[src/rtl/prog_fsm_pkg.sv]
// rtl/prog_fsm_pkg.sv - shared defaults and table indexing for the programmable Moore FSM
package prog_fsm_pkg;

    localparam int DEF_STATE_W     = 3;
    localparam int DEF_IN_W        = 2;
    localparam int DEF_OUT_W       = 4;
    localparam int DEF_RESET_STATE = 0;
    localparam int DEF_CNT_W       = 16;

    // Flat next-state table index: one row of 2**in_w entries per state.
    function automatic int tbl_idx(input int s, input int v, input int in_w);
        return s * (1 << in_w) + v;
    endfunction

endpackage

[src/rtl/prog_fsm_table.sv]
// rtl/prog_fsm_table.sv - next-state register file, one write port, one combinational read port
module prog_fsm_table
    import prog_fsm_pkg::*;
#(
    parameter int STATE_W = DEF_STATE_W,
    parameter int IN_W    = DEF_IN_W
) (
    input  logic               i_clk,
    input  logic               i_rst_n,
    input  logic               i_we,
    input  logic [STATE_W-1:0] i_wr_state,
    input  logic [IN_W-1:0]    i_wr_in,
    input  logic [STATE_W-1:0] i_wr_next,
    input  logic [STATE_W-1:0] i_rd_state,
    input  logic [IN_W-1:0]    i_rd_in,
    output logic [STATE_W-1:0] o_rd_next
);

    localparam int IDX_W   = STATE_W + IN_W;
    localparam int ENTRIES = 1 << IDX_W;

    logic [STATE_W-1:0] nt [ENTRIES];
    logic [IDX_W-1:0]   wr_idx;
    logic [IDX_W-1:0]   rd_idx;

    assign wr_idx = IDX_W'(tbl_idx(int'(i_wr_state), int'(i_wr_in), IN_W));
    assign rd_idx = IDX_W'(tbl_idx(int'(i_rd_state), int'(i_rd_in), IN_W));

    // Reset pattern makes every state a self-loop so an unprogrammed FSM never moves.
    always_ff @(posedge i_clk or negedge i_rst_n) begin
        if (!i_rst_n) begin
            for (int i = 0; i < ENTRIES; i++) begin
                nt[IDX_W'(i)] <= STATE_W'(i >> IN_W);
            end
        end else if (i_we) begin
            nt[wr_idx] <= i_wr_next;
        end
    end

    assign o_rd_next = nt[rd_idx];

endmodule

[src/rtl/prog_moore_fsm.sv]
// rtl/prog_moore_fsm.sv - run-time programmable Moore FSM top
// Optional transition counter enabled by defining PROG_FSM_TRACE_EN.
module prog_moore_fsm
    import prog_fsm_pkg::*;
#(
    parameter int STATE_W     = DEF_STATE_W,
    parameter int IN_W        = DEF_IN_W,
    parameter int OUT_W       = DEF_OUT_W,
    parameter int RESET_STATE = DEF_RESET_STATE
`ifdef PROG_FSM_TRACE_EN
    ,
    parameter int CNT_W       = DEF_CNT_W
`endif
) (
    input  logic               i_clk,
    input  logic               i_rst_n,
    input  logic               i_en,
    input  logic               i_restart,
    input  logic [IN_W-1:0]    i_in,
    input  logic               i_nxt_we,
    input  logic               i_out_we,
    input  logic [STATE_W-1:0] i_cfg_state,
    input  logic [IN_W-1:0]    i_cfg_in,
    input  logic [STATE_W-1:0] i_cfg_next,
    input  logic [OUT_W-1:0]   i_cfg_out,
    output logic [STATE_W-1:0] o_state,
    output logic [OUT_W-1:0]   o_z,
    output logic               o_changed
`ifdef PROG_FSM_TRACE_EN
    ,
    output logic [CNT_W-1:0]   o_trans_cnt
`endif
);

    localparam int                 NUM_STATES = 1 << STATE_W;
    localparam logic [STATE_W-1:0] RST_ST     = STATE_W'(RESET_STATE);

    logic [STATE_W-1:0] state_q;
    logic [STATE_W-1:0] next_state;
    logic [STATE_W-1:0] nt_next;
    logic [OUT_W-1:0]   ot [NUM_STATES];
    logic [OUT_W-1:0]   z_q;
    logic [OUT_W-1:0]   z_next;
    logic               changed_q;

    prog_fsm_table #(
        .STATE_W (STATE_W),
        .IN_W    (IN_W)
    ) u_table (
        .i_clk      (i_clk),
        .i_rst_n    (i_rst_n),
        .i_we       (i_nxt_we),
        .i_wr_state (i_cfg_state),
        .i_wr_in    (i_cfg_in),
        .i_wr_next  (i_cfg_next),
        .i_rd_state (state_q),
        .i_rd_in    (i_in),
        .o_rd_next  (nt_next)
    );

    always_comb begin
        next_state = state_q;
        if (i_restart) begin
            next_state = RST_ST;
        end else if (i_en) begin
            next_state = nt_next;
        end
    end

    // Bypass a same-cycle output write so o_z always matches OT of the state being entered.
    always_comb begin
        z_next = ot[next_state];
        if (i_out_we && (i_cfg_state == next_state)) begin
            z_next = i_cfg_out;
        end
    end

    always_ff @(posedge i_clk or negedge i_rst_n) begin
        if (!i_rst_n) begin
            state_q   <= RST_ST;
            z_q       <= '0;
            changed_q <= 1'b0;
            for (int i = 0; i < NUM_STATES; i++) begin
                ot[STATE_W'(i)] <= '0;
            end
        end else begin
            state_q   <= next_state;
            z_q       <= z_next;
            changed_q <= (next_state != state_q);
            if (i_out_we) begin
                ot[i_cfg_state] <= i_cfg_out;
            end
        end
    end

    assign o_state   = state_q;
    assign o_z       = z_q;
    assign o_changed = changed_q;

`ifdef PROG_FSM_TRACE_EN
    logic [CNT_W-1:0] cnt_q;

    always_ff @(posedge i_clk or negedge i_rst_n) begin
        if (!i_rst_n) begin
            cnt_q <= '0;
        end else if ((next_state != state_q) && (cnt_q != '1)) begin
            cnt_q <= cnt_q + 1'b1;
        end
    end

    assign o_trans_cnt = cnt_q;
`endif

endmodule

[config.mk]
export PLATFORM = sky130hd
export DESIGN_NAME = prog_moore_fsm
export DESIGN_NICKNAME = d
export VERILOG_FILES = /design/src/rtl/prog_fsm_pkg.sv /design/src/rtl/prog_fsm_table.sv /design/src/rtl/prog_moore_fsm.sv
export SDC_FILE = /design/constraint.sdc
export NUM_CORES = 1
export LEC_CHECK = 0
export ABC_AREA = 1
export BUFFER_PORTS_ARGS = -buffer_cell sky130_fd_sc_hd__buf_2
export CORE_ASPECT_RATIO = 1.4
export CORE_UTILIZATION = 39
export CTS_BUF_LIST = sky130_fd_sc_hd__clkbuf_8
export DETAILED_ROUTE_END_ITERATION = 16
export PLACE_DENSITY = 0.6
export SLEW_MARGIN = 20
export SYNTH_ARGS = -nofsm -noshare
export SYNTH_HDL_FRONTEND = slang
export SYNTH_SLANG_ARGS = --single-unit
[constraint.sdc]
create_clock -name i_clk -period 2.7 [get_ports i_clk]
set_input_delay 0.54 -clock i_clk [delete_from_list [all_inputs] [get_ports i_clk]]
set_output_delay 0.54 -clock i_clk [all_outputs]
set_load 0.05 [all_outputs]
==> metrics.cfg <==
[timing]
maxSlewHeadroom_pct = 59.6
drv_slew = 0
worst_slew_pin_slew_ns = 0.606
post-route-period-util_pct = 78.7
setup_viol = 0
setup_tns_ns = 0
hold_viol = 0
fmax_ghz = 0.471
grt_setup_unrepaired = no
skew_ns = 0.0101
min_period_ns = 2.13

[logic_synthesis]
yosys.area.top_type_share_pct = 30.2
syn_area_mm2 = 0.00637
ys_seq_area_share_pct = 58.8
netlist-cell-type-count = 28
ys.warnings.count = 0
syn_nets = 728
ys_seq_elements = 136
avgSynthCellArea_um2 = 9.00
syn_inst = 708
synth.area.top_cells = edfxtp_1 (30%), dfrtp_1 (22%), nand2_1 (13%), nand3_1 (7.4%), dfstp_2 (6.6%)
yosysTopAreaCell = edfxtp_1

[worst_setup_path]
crit_top_cell = nand2_1
critPathMaxStageDelay_ns = 0.59
criticalPathCategory = register to register
cp_cell_sequence = inv_1 -> nand2_1 -> nand3_2 -> nand3_4 -> nand3_4 -> nand2_1 -> nand3_2 -> nor2_4 -> nand2_2 -> nand3_1 -> nand2_1
path_delay_family = simple AND/OR/NAND/NOR gates
r2r_start = o_state[1]$_DFF_PN0_
critical_path.endpoint_type = register
worstPathArrival_ns = 2.44
cp_data_required_time_ns = 3.02
rrSetupSlack_ns = 0.57
cp_num_buf_inv = 1
crit_path_start = o_state[1]$_DFF_PN0_
ff2ff_path_depth = 11
critPathMaxFanout = 19
cp_slowest_cell = dfrtp_1
r2r_end = o_z[2]$_DFF_PN0_
startpoint_type = register

[status]
status = finished clean

[cells_and_area]
fill_cells = 1517
final_area_mm2 = 0.00713
nets = 762
multi_input_area_mm2 = 0.00217
drive_gt1_share_pct = 13.5
regArea_mm2 = 0.00374
n_antenna_cell = 0
syn_to_final_growth_pct = 12.0
fin_cells = 951
fin_util_pct = 45.3

[floorplanning]
io_pins = 28
initial_core_util_pct = 40.5
dieArea_mm2 = 0.0169
dieWidth_um = 110
core_area_mm2 = 0.0157
fp-row-count = 54
die_y_um = 153

[clock_network]
cts.sinks = 136
ctsHoldBuffers = 0
root_buffer = clkbuf_8
ctsLongestPathBuffers = 2
path_clk_slew_ns = 0.08
htree_num_levels = 4
post-cts-setup-buffers = 0
cts_inserted_buffers = 17
clk_latency_ns = 0.43
cts_resized = 0
cts_tree = built

[place]
place_hpwl_um = 11400
placed_cell_area_mm2 = 0.00670
placedCellCount = 919
place_congestion = 0.869
numPortBuffers = 27

[route]
num_vias = 4980
antenna_left = 0
drc = 0
wirelength_um = 15900
via_per_inst = 5.24
wire_per_inst_um = 16.8
first_pass_iters = 5
drt_iter0_markers = 445

[global_routing]
grt_pass1_wl_um = 25800
grt_overflow = 0
antenna_found_initial = 0
grt_max_degree = 44
grtUsageTotal_pct = 20.6
grt_pass1_vias = 5001

[min_path]
hold_class = primary input to async pin

[power_and_ir_drop]
vdd_drop_max_uv = 446
p_per_area_mw_per_mm2 = 756
cellLeakagePower_nw = 3.12

[job]
drv_cap = 0

==> per-stage QoR <==
stage               hold WS (ns)  total power, mW  setup WS (ns)
floorplan                  0.244             3.30          0.584
global placement           0.463             3.59          0.234
detailed placement         0.472             3.62          0.174
CTS                       0.0466             5.42          0.594
global route              0.0591             5.66          0.400
finish                    0.0582             5.39          0.575
==> per-layer routing <==
metal / vias up / global-route usage [%] / share of wire [%]
met1: 2378 / 24.8 / 40
li1: 2412 / - / -
met2: 162 / 36.3 / 54
met5: - / 0 / 0
met3: 28 / 3.54 / 4.7
met4: 0 / 7.75 / 2.0
==> final cells by class <==
type | instances | area share, %
repair buffers | 42 | 3.82
clock inverters | 15 | 2.81
inverters | 68 | 3.68
well taps | 196 | 3.44
multi-input cells | 477 | 30.5
clock buffers | 17 | 3.28
flip-flops and latches | 136 | 52.5
==> report_power, final <==
part           leakage [nW]  internal [mW]  switching [mW]
sequential             1.45           2.44           0.133
clock                 0.212           1.01           0.798
combinational          1.46          0.306           0.700
total                  3.12           3.76            1.63
==> worst max-delay path by stage <==
stage | endpoint | slack (ns) | cells after the start
after floorplan | o_z[0]$_DFF_PN0_ | 0.58 | 12
final | o_z[2]$_DFF_PN0_ | 0.57 | 11
after global routing | o_z[2]$_DFF_PN0_ | 0.40 | 11
after global placement | o_z[1]$_DFF_PN0_ | 0.23 | 15
after detailed placement | o_z[0]$_DFF_PN0_ | 0.17 | 15
after CTS | o_z[2]$_DFF_PN0_ | 0.59 | 11
==> synth_stat cells, drive strengths merged <==
cell type and number:
a21boi 1, a21oi 12, buf 19, clkbuf 8
clkinv 1, dfrtp 56, dfstp 16, edfxtp 64
inv 67, nand2 215, nand3 102, nand4 19
nor2 55, nor3 4, nor4 1, o211ai 2
o21ai 64, xor2 2
==> cells in the final DEF (no fill, tap or decap), types with 5 or more instances in the layout <==
cell	Yosys	final
nand3_1	94	94
edfxtp_1	64	64
nand3_2	5	5
dfstp_2	16	16
dfrtp_1	56	56
clkbuf_8	0	17
buf_4	6	13
nor2_1	54	54
o21ai_1	5	5
inv_1	64	64
o21ai_0	59	59
nand4_1	19	19
nand2_1	214	214
buf_2	5	27
a21oi_1	12	12
==> registers in the layout (all words and copies together), names as in the netlist <==
name and count:
u_table.nt 96, ot 32, o_changed 1, o_state 3
o_z 4
==> cells by family after synthesis <==
group | after synthesis | share of synthesized area [%]
compound gates | 79 | 6.50
buf+inv | 95 | 7.11
simple gates | 396 | 27.3
xor+xnor | 2 | 0.275
flops | 136 | 58.8
No activity file was read; power rests on OpenSTA's default activity.
